$ cat src/rtl/rgmii_rx_framer_if.sv
// Framed receive byte stream leaving the RGMII framer towards the MAC/parser.
interface rgmii_rx_framer_if #(
  parameter int LEN_W = 11
);
  logic [7:0]       rx_data;
  logic             rx_valid;
  logic             rx_sop;
  logic             rx_eop;
  logic             rx_err;
  logic [LEN_W-1:0] rx_len;

  modport master (output rx_data, rx_valid, rx_sop, rx_eop, rx_err, rx_len);
  modport slave  (input  rx_data, rx_valid, rx_sop, rx_eop, rx_err, rx_len);
endinterface

$ cat src/rtl/rgmii_rx_framer.sv
// RGMII receive framer: rebuilds bytes from the IDDR samples (1G DDR bytes or
// 10/100 nibbles), strips preamble/SFD and emits a framed byte stream with
// sop/eop/err, the frame length and good/bad frame counters.
module rgmii_rx_framer #(
  parameter int MIN_FRAME_LEN = 64,
  parameter int MAX_FRAME_LEN = 1518,
  parameter int MAX_PREAMBLE  = 7,
  parameter int LEN_W         = 11,
  parameter int CNT_W         = 16
) (
  input  logic              gmii_rx_clk,
  input  logic              rst_n,
  input  logic              speed_1g,
  input  logic              ddr_ctl_p,
  input  logic              ddr_ctl_n,
  input  logic [3:0]        ddr_d_p,
  input  logic [3:0]        ddr_d_n,
  rgmii_rx_framer_if.master rx,
  output logic [CNT_W-1:0]  good_cnt,
  output logic [CNT_W-1:0]  bad_cnt
);

  localparam int PRE_W = $clog2(MAX_PREAMBLE + 2);

  typedef enum logic [1:0] {IDLE, PREAMBLE, DATA, DROP} state_t;

  state_t           state_reg;
  logic             mode_1g_reg;
  logic             phase_reg;
  logic [3:0]       lo_nib_reg;
  logic [7:0]       s1_byte_reg;
  logic             s1_byte_v_reg;
  logic             s1_dv_reg;
  logic             s1_er_reg;
  logic             s1_odd_reg;
  logic [PRE_W-1:0] pre_cnt_reg;
  logic [LEN_W-1:0] count_reg;
  logic [7:0]       hb_reg;
  logic             hb_v_reg;
  logic             first_reg;
  logic             frame_err_reg;
  logic [7:0]       data_reg;
  logic             valid_reg;
  logic             sop_reg;
  logic             eop_reg;
  logic             err_reg;
  logic [LEN_W-1:0] len_reg;
  logic [CNT_W-1:0] good_cnt_reg;
  logic [CNT_W-1:0] bad_cnt_reg;

  assign rx.rx_data  = data_reg;
  assign rx.rx_valid = valid_reg;
  assign rx.rx_sop   = sop_reg;
  assign rx.rx_eop   = eop_reg;
  assign rx.rx_err   = err_reg;
  assign rx.rx_len   = len_reg;
  assign good_cnt    = good_cnt_reg;
  assign bad_cnt     = bad_cnt_reg;

  // Stage 1: decode dv/er and assemble bytes; a dv fall with half a byte pending flags an odd nibble.
  always_ff @(posedge gmii_rx_clk or negedge rst_n) begin
    if (!rst_n) begin
      mode_1g_reg   <= 1'b0;
      phase_reg     <= 1'b0;
      lo_nib_reg    <= 4'h0;
      s1_byte_reg   <= 8'h00;
      s1_byte_v_reg <= 1'b0;
      s1_dv_reg     <= 1'b0;
      s1_er_reg     <= 1'b0;
      s1_odd_reg    <= 1'b0;
    end else begin
      // Speed is only picked up between frames so a byte is never split across modes.
      if (state_reg == IDLE && !ddr_ctl_p) mode_1g_reg <= speed_1g;
      s1_dv_reg     <= ddr_ctl_p;
      s1_er_reg     <= ddr_ctl_p ^ ddr_ctl_n;
      s1_byte_v_reg <= 1'b0;
      s1_odd_reg    <= 1'b0;
      if (!ddr_ctl_p) begin
        s1_odd_reg <= phase_reg;
        phase_reg  <= 1'b0;
      end else if (mode_1g_reg) begin
        s1_byte_reg   <= {ddr_d_n, ddr_d_p};
        s1_byte_v_reg <= 1'b1;
      end else if (!phase_reg) begin
        lo_nib_reg <= ddr_d_p;
        phase_reg  <= 1'b1;
      end else begin
        s1_byte_reg   <= {ddr_d_p, lo_nib_reg};
        s1_byte_v_reg <= 1'b1;
        phase_reg     <= 1'b0;
      end
    end
  end

  // Framing FSM with a one-byte holdback so the last byte can carry eop when dv falls.
  always_ff @(posedge gmii_rx_clk or negedge rst_n) begin
    if (!rst_n) begin
      state_reg     <= IDLE;
      pre_cnt_reg   <= '0;
      count_reg     <= '0;
      hb_reg        <= 8'h00;
      hb_v_reg      <= 1'b0;
      first_reg     <= 1'b0;
      frame_err_reg <= 1'b0;
      data_reg      <= 8'h00;
      valid_reg     <= 1'b0;
      sop_reg       <= 1'b0;
      eop_reg       <= 1'b0;
      err_reg       <= 1'b0;
      len_reg       <= '0;
      good_cnt_reg  <= '0;
      bad_cnt_reg   <= '0;
    end else begin
      valid_reg <= 1'b0;
      sop_reg   <= 1'b0;
      eop_reg   <= 1'b0;
      err_reg   <= 1'b0;
      unique case (state_reg)
        IDLE: begin
          pre_cnt_reg   <= '0;
          count_reg     <= '0;
          hb_v_reg      <= 1'b0;
          first_reg     <= 1'b1;
          frame_err_reg <= 1'b0;
          if (s1_byte_v_reg) begin
            if (s1_byte_reg == 8'h55) begin
              pre_cnt_reg <= PRE_W'(1);
              state_reg   <= PREAMBLE;
            end else if (s1_byte_reg == 8'hD5) begin
              state_reg <= DATA;
            end else begin
              bad_cnt_reg <= bad_cnt_reg + 1'b1;
              state_reg   <= DROP;
            end
          end
        end
        PREAMBLE: begin
          if (s1_dv_reg && s1_er_reg) frame_err_reg <= 1'b1;
          if (!s1_dv_reg) begin
            bad_cnt_reg <= bad_cnt_reg + 1'b1;
            state_reg   <= IDLE;
          end else if (s1_byte_v_reg) begin
            if (s1_byte_reg == 8'h55 && pre_cnt_reg < PRE_W'(MAX_PREAMBLE)) begin
              pre_cnt_reg <= pre_cnt_reg + 1'b1;
            end else if (s1_byte_reg == 8'hD5) begin
              state_reg <= DATA;
            end else begin
              bad_cnt_reg <= bad_cnt_reg + 1'b1;
              state_reg   <= DROP;
            end
          end
        end
        DATA: begin
          if (s1_dv_reg && s1_er_reg) frame_err_reg <= 1'b1;
          if (hb_v_reg && count_reg == LEN_W'(MAX_FRAME_LEN)) begin
            // Oversized frame: close it on the byte that hit the limit, discard the rest.
            data_reg    <= hb_reg;
            valid_reg   <= 1'b1;
            sop_reg     <= first_reg;
            eop_reg     <= 1'b1;
            err_reg     <= 1'b1;
            len_reg     <= count_reg;
            bad_cnt_reg <= bad_cnt_reg + 1'b1;
            hb_v_reg    <= 1'b0;
            state_reg   <= s1_dv_reg ? DROP : IDLE;
          end else if (!s1_dv_reg) begin
            if (hb_v_reg) begin
              data_reg  <= hb_reg;
              valid_reg <= 1'b1;
              sop_reg   <= first_reg;
              eop_reg   <= 1'b1;
              len_reg   <= count_reg;
              if (frame_err_reg || s1_odd_reg || count_reg < LEN_W'(MIN_FRAME_LEN)) begin
                err_reg     <= 1'b1;
                bad_cnt_reg <= bad_cnt_reg + 1'b1;
              end else begin
                good_cnt_reg <= good_cnt_reg + 1'b1;
              end
            end else begin
              // SFD with no payload behind it is counted as a bad frame.
              bad_cnt_reg <= bad_cnt_reg + 1'b1;
            end
            hb_v_reg  <= 1'b0;
            state_reg <= IDLE;
          end else if (s1_byte_v_reg) begin
            if (hb_v_reg) begin
              data_reg  <= hb_reg;
              valid_reg <= 1'b1;
              sop_reg   <= first_reg;
              first_reg <= 1'b0;
            end
            hb_reg    <= s1_byte_reg;
            hb_v_reg  <= 1'b1;
            if (count_reg != LEN_W'(MAX_FRAME_LEN)) count_reg <= count_reg + 1'b1;
          end
        end
        DROP: begin
          if (!s1_dv_reg) state_reg <= IDLE;
        end
        default: state_reg <= IDLE;
      endcase
    end
  end

endmodule

$ cat src/flat_wrapper.sv
// flat-port wrapper written by rule: the top's interface ports become plain ports
module rgmii_rx_framer_flat 
#(
  parameter int MIN_FRAME_LEN = 64,
  parameter int MAX_FRAME_LEN = 1518,
  parameter int MAX_PREAMBLE  = 7,
  parameter int LEN_W         = 11,
  parameter int CNT_W         = 16
)
  (gmii_rx_clk, rst_n, speed_1g, ddr_ctl_p, ddr_ctl_n, ddr_d_p, ddr_d_n, good_cnt, bad_cnt, rx_rx_data, rx_rx_valid, rx_rx_sop, rx_rx_eop, rx_rx_err, rx_rx_len);
  rgmii_rx_framer_if #(.LEN_W(LEN_W)) rx_i ();
  input  logic gmii_rx_clk;
  input  logic rst_n;
  input  logic speed_1g;
  input  logic ddr_ctl_p;
  input  logic ddr_ctl_n;
  input  logic [3:0] ddr_d_p;
  input  logic [3:0] ddr_d_n;
  output logic [CNT_W-1:0] good_cnt;
  output logic [CNT_W-1:0] bad_cnt;
  output wire logic [$bits(rx_i.rx_data)-1:0] rx_rx_data;
  output wire logic [$bits(rx_i.rx_valid)-1:0] rx_rx_valid;
  output wire logic [$bits(rx_i.rx_sop)-1:0] rx_rx_sop;
  output wire logic [$bits(rx_i.rx_eop)-1:0] rx_rx_eop;
  output wire logic [$bits(rx_i.rx_err)-1:0] rx_rx_err;
  output wire logic [$bits(rx_i.rx_len)-1:0] rx_rx_len;
  assign rx_rx_data = rx_i.rx_data;
  assign rx_rx_valid = rx_i.rx_valid;
  assign rx_rx_sop = rx_i.rx_sop;
  assign rx_rx_eop = rx_i.rx_eop;
  assign rx_rx_err = rx_i.rx_err;
  assign rx_rx_len = rx_i.rx_len;
  rgmii_rx_framer #(.MIN_FRAME_LEN(MIN_FRAME_LEN), .MAX_FRAME_LEN(MAX_FRAME_LEN), .MAX_PREAMBLE(MAX_PREAMBLE), .LEN_W(LEN_W), .CNT_W(CNT_W)) u_core (.gmii_rx_clk(gmii_rx_clk), .rst_n(rst_n), .speed_1g(speed_1g), .ddr_ctl_p(ddr_ctl_p), .ddr_ctl_n(ddr_ctl_n), .ddr_d_p(ddr_d_p), .ddr_d_n(ddr_d_n), .rx(rx_i), .good_cnt(good_cnt), .bad_cnt(bad_cnt));
endmodule
$ cat config.mk
export PLATFORM = sky130hd
export DESIGN_NAME = rgmii_rx_framer_flat
export DESIGN_NICKNAME = d
export VERILOG_FILES = /design/src/rtl/rgmii_rx_framer_if.sv /design/src/rtl/rgmii_rx_framer.sv /design/src/flat_wrapper.sv
export SDC_FILE = /design/constraint.sdc
export NUM_CORES = 1
export LEC_CHECK = 0
export CAP_MARGIN = 10
export CORE_ASPECT_RATIO = 2
export CORE_UTILIZATION = 40
export CTS_CLUSTER_SIZE = 16
export DETAILED_ROUTE_END_ITERATION = 16
export PLACE_DENSITY_LB_ADDON = 0.15
export SLEW_MARGIN = 20
export SYNTH_ARGS = -nofsm -noshare
export SYNTH_HDL_FRONTEND = slang
export SYNTH_SLANG_ARGS = --single-unit
$ cat constraint.sdc
create_clock -name gmii_rx_clk -period 3.9 [get_ports gmii_rx_clk]
set_clock_uncertainty 0.1 [all_clocks]
set_input_delay 0.585 -clock gmii_rx_clk [delete_from_list [all_inputs] [get_ports gmii_rx_clk]]
set_output_delay 0.585 -clock gmii_rx_clk [all_outputs]
set_load 0.02 [all_outputs]
---- Yosys cells after proc, flatten, opt, wreduce, memory -nomap -nowiden ----
Index checks and enable logic that the tools add are counted.
word-level totals
  bits in registers ....................... 101
  bits of input ports ..................... 13
  output and inout port bits .............. 55
operators by class
  reductions and logical operators ........ 28
  add/sub/neg operators ................... 4
  bitwise logic cells ..................... 6
  muxes and demuxes ....................... 77
  equality and inequality tests ........... 26
  $lt $le $gt $ge ......................... 2
operator list
  cell                                                                            number
  16-bit two-way mux                                                              10
  11-bit two-way mux                                                              7
  8-bit two-way mux                                                               6
  16-bit one-hot mux with 3 select lines                                          1
  1-bit two-way mux                                                               35
  16-bit by 1-bit adder with 16-bit output (second input constant)                2
  11-bit one-hot mux with 2 select lines                                          1
  2-bit by 1-bit inequality test with 1-bit output (second input constant)        9
  2-bit two-way mux                                                               8
  4-bit two-way mux                                                               4
  5-bit AND reduction                                                             3
  11-bit by 1-bit adder with 11-bit output (second input constant)                1
  11-bit == test (second input constant)                                          1
  11-bit by 7-bit less-than comparator with 1-bit output (second input constant)  1
  11-bit inequality test (second input constant)                                  1
  2-bit nonzero test                                                              5
  3-bit AND reduction                                                             3
  8-bit by 7-bit == test with 1-bit output (second input constant)                1
  8-bit == test (second input constant)                                           1
  2-bit inequality test (second input constant)                                   4
  2-bit one-hot mux with 4 select lines                                           1
  4-bit one-hot mux with 2 select lines                                           1
  2-bit AND reduction                                                             4
  4-bit AND reduction                                                             2
  other kinds (18)                                                                31

---- Depth between registers and ports, before layout ----
  depth in word-level cells ............... 7
  gate-level depth with buffers ........... 9

---- Least setup slack after synthesis ----
OpenSTA, ideal clock, no wires.
  path type ............................... reg2reg
  from .................................... reg u_core.state_reg[1]
  to ...................................... reg u_core.bad_cnt_reg[9] (netlist: u_core.bad_cnt[9])
  path buffers ............................ 1
  library setup time ...................... 0.103 ns
  path slack .............................. 1.623 ns
  stages on the path, launching flop included .. 9
  period minus slack after synthesis ...... 2.277 ns
  arrival time ............................ 2.073 ns
  cells stage by stage .................... dfrtp_1 > inv_1 > ha_1 > buf_2 > nor2b_1 > o21ai_0 > a2111oi_4 > nand2_4 > o41ai_2
on the way
  word-level cells in the longest chain between the ends .. 3
  elaborated cells between the ends (all ways) .. 12
  classes of those cells .................. eq/ne: 8; mux: 1; reduce/logical: 3
RTL lines
  what                                                                  line                    source
  start: declaration                                                    rgmii_rx_framer.sv:27   state_t state_reg;
  start signal: assignment                                              rgmii_rx_framer.sv:165  state_reg <= s1_dv_reg ? DROP : IDLE;
  2-bit == test, or another cell as far along                           rgmii_rx_framer.sv:118  unique case (state_reg)
  4-bit inequality test (no source line), or another cell as far along  -
  7-bit AND reduction (no source line)                                  -
  end signal: assignment                                                rgmii_rx_framer.sv:132  bad_cnt_reg <= bad_cnt_reg + 1'b1;
  end signal: assignment                                                rgmii_rx_framer.sv:140  bad_cnt_reg <= bad_cnt_reg + 1'b1;
  end signal: assignment                                                rgmii_rx_framer.sv:148  bad_cnt_reg <= bad_cnt_reg + 1'b1;
  end: declaration                                                      rgmii_rx_framer.sv:49   logic [CNT_W-1:0] bad_cnt_reg;
Parallel ways exist; a longest one is shown, timed or not.
A chain may end at the register's enable or synchronous reset.

---- Final worst setup path ----
  from .................................... reg u_core.state_reg[0]
  to ...................................... reg u_core.bad_cnt_reg[9] (netlist: u_core.bad_cnt[9])
Same word-level chain as after synthesis.

==> impl_results.md <==
* Vias per cell at 5.67
* Vias in the first global route at 3753
* Via count at approximately 3.7k
* Boundary pin count at 68
* First-pass GRT wire length at 18600 µm
* Ys async rst share at 1.00
* Clock share of power at 0.259
* DRT Wirelength at roughly 11000 µm
* HPWL Detailed at 8040 µm
* Pwr Density at slightly below 600 nW/µm²
* Port Buffer Count at between 60 and 70
* Critical path arrival at 2.86 ns
* Maximum number of pins on one net before global-route repair at 74
* Worst slew margin at 0.331
* Layout cells sized above 1 at 0.129
* Die Ht at 158 µm
* CP Capture Type: register
* Synth-to-layout area growth at 23.0%
* Setup violators final at 0
* CP Max Fanout at 11
* Sequential share of power at 0.400
* Minimum clock period at between 2 and 3 ns
* Finished Cell Area at 5980 µm²
* First-pass DRT Iterations at 4
* Final layout net count at 529
* Clock latency on the worst-skew pair at 0.35 ns
* P_sw at 1.32 mW
* TritonCTS buffer count at 9
* Max Fclk at between 300 and 400 MHz
* CP startpoint kind: register
* Least-Margin Pin Slew at roughly 1.0 ns
* Post-DRT Antenna Nets at 0
* Sink Count at 101
* Critical path required time at 4.04 ns
* # hold bufs at CTS at 0
* Residual DRC at 0
* Routability cong. at 0.893
* Slew Viols, Final at 0
* Core area at 11800 µm²
* Maximum buffer depth of the clock tree at 2
* Leak at approximately 2.6 nW
* Setup CP Type: reg -> reg
* Antenna violations before repair at 0
* CP max stage cell: a2111oi_4
* Synth unique cells at 57
* Global Route Usage Sum at 0.191
* Resized Gates After CTS at 0
* Max stage delay on crit path at ~0.73 ns
* HP Class: in -> async
* Reg clk slew, reported paths at around 0.07 ns
* Internal power at 2.25 mW
* Fin. Hold Viols at 0
* RSZ-0062 raised after global routing: no
* CTS HTree Levels at 3
* Post-synth EDFFs at 0
* Post-Synthesis Cell Area at 4860 µm²
* Logic pwr share at 0.341
* WL/cell at 17.1 µm
* Synth warn at 0
* Seq cells post-synth at 101
* Site Rows at 56
* Die width at between 70 and 80 µm
* Mapped Cells at 440
* Placed cell areas at 5670 µm²
* Starting DRT DRC Count at 169
* Initial core utilization at 0.413
* Switching Share at 0.370
* Final worst path period share at 0.696
* Maxcap violations at 0
* Aggregate global routing overflow at 0
* Mean post-synth cell area at 11.0 µm²
* Ant. Diodes at 0
* Sequential share of the synthesized area at 0.520
* Final setup TNS at 0 ns
* Primary FF master, synth: dfrtp_1
* Root Driver: clkbuf_16
* TritonCTS clock tree: built
* Status: finished, final reports clean
* Post-CTS setup buffer count at 0
* Die area at 12600 µm²
* Syn nets at between 400 and 500
* Worst IR drop on VDD at around 0.00027 V
* CP Cell Sequence: inv_1, ha_1, o21ai_0, a2111oi_4, nand2_4, o41ai_2
==> cell usage after synthesis (all sizes together) (8+ instances only) <==
master  instances  area share
o31ai          10       0.015
nor2           25       0.019
and2            8       0.010
o21ai          24       0.025
mux2           31       0.072
nand2          38       0.031
nor3           11       0.012
a21oi          12       0.012
mux2i           8       0.016
buf             8      0.0080
nand3          17       0.018
ha              9       0.023
xnor2          14       0.025
nand4           9       0.012
xor2           12       0.022
inv            16       0.012
dfrtp         101        0.52
a31oi           9       0.013
==> final cells by class <==
class	count	area [µm²]
inverters	16	60.1
repair buffers	70	691
fillers	1083	5790
well taps	145	181
clock buffers	10	239
clock inverters	6	70.1
flip-flops and latches	101	2530
multi-input cells	309	2210
==> stage by stage <==
stage	util	total power [mW]	setup slack [ns]	hold WS, ns	std cells
2_1_floorplan	-	2.26	1.62	0.189	440
3_3_place_gp	0.482	2.62	1.27	0.357	641
3_5_place_dp	0.482	2.65	1.23	0.367	641
4_1_cts	0.508	3.58	1.21	0.321	657
5_1_grt	0.508	3.77	0.977	0.357	657
6_report	0.508	3.56	1.19	0.271	657
==> critical path: cells and delay by family (launching register included) <==
kind / cells / cell delay, ns
AND/OR/NAND/NOR: 1 / 0.20
adder cells (fa/ha/maj): 1 / 0.40
flip-flops: 1 / 0.41
AO/OA/AOI/OAI: 3 / 1.39
buffers and inverters: 1 / 0.11
==> power groups by stage <==
stage,logic (mW),registers [mW],clock network (mW)
global placement,1.18,1.44,0
CTS,1.21,1.43,0.945
finish,1.22,1.42,0.923
global route,1.33,1.45,0.982
floorplan,0.824,1.44,0
detailed placement,1.21,1.45,0
==> final timing paths <==
check	startpoint	end	slack, ns	cells after the start
worst min register to register	u_core.good_cnt[15]$_DFFE_PN0P_	u_core.good_cnt[15]$_DFFE_PN0P_	0.38	1
max in group asynchronous	rst_n	u_core.s1_byte_reg[3]$_DFFE_PN0P_	2.46	2
min in group gmii_rx_clk	u_core.good_cnt[15]$_DFFE_PN0P_	u_core.good_cnt[15]$_DFFE_PN0P_	0.38	1
worst max register to register	u_core.state_reg[0]$_DFFE_PN0P_	u_core.bad_cnt[9]$_DFFE_PN0P_	1.19	6
worst max-delay path	u_core.state_reg[0]$_DFFE_PN0P_	u_core.bad_cnt[9]$_DFFE_PN0P_	1.19	6
worst min-delay path	rst_n	u_core.rx.rx_len[6]$_DFFE_PN0P_	0.27	1
==> kinds of logic after synthesis <==
family,after synthesis,synth area share
adder cells (fa/ha/maj),9,0.0232
flip-flops,101,0.520
XOR/XNOR,26,0.0469
buffers and inverters,30,0.0250
multiplexers,39,0.0883
AND/OR/NAND/NOR,144,0.157
AO/OA/AOI/OAI,91,0.139
==> cells in the final DEF, fill, tap and decap left out, types with 3 or more instances in the layout <==
| master | count |
|---|---|
| dfrtp_1 | 101 |
| or2_2 | 3 |
| clkbuf_16 | 9 |
| a41oi_1 | 3 |
| a31oi_1 | 8 |
| mux2i_1 | 8 |
| clkdlybuf4s50_1 | 66 |
| ha_1 | 9 |
| o32ai_1 | 3 |
| o2111ai_1 | 6 |
| xor2_1 | 12 |
| nand3_1 | 17 |
| mux2_2 | 31 |
| nor3_1 | 10 |
| o31ai_1 | 10 |
| xnor2_1 | 14 |
| nand2b_1 | 5 |
| inv_1 | 16 |
| nor2b_1 | 3 |
| nand2_1 | 37 |
| and2_1 | 8 |
| o22ai_1 | 4 |
| and3_1 | 6 |
| nand3b_1 | 5 |
| buf_4 | 4 |
| a211oi_1 | 3 |
| o21ai_0 | 22 |
| a21oi_1 | 12 |
| nor2_1 | 25 |
| nand4_1 | 9 |
| nor4_1 | 3 |
==> metal layers <==
metal	vias up	routed length, µm	share of wire	track usage
li1	1732	-	-	-
met1	1876	4430	0.40	0.217
met2	98	6220	0.55	0.348
met3	16	337	0.030	0.0294
met4	0	223	0.020	0.0799
met5	-	0	0	0
(Power assumes the default switching activity.)
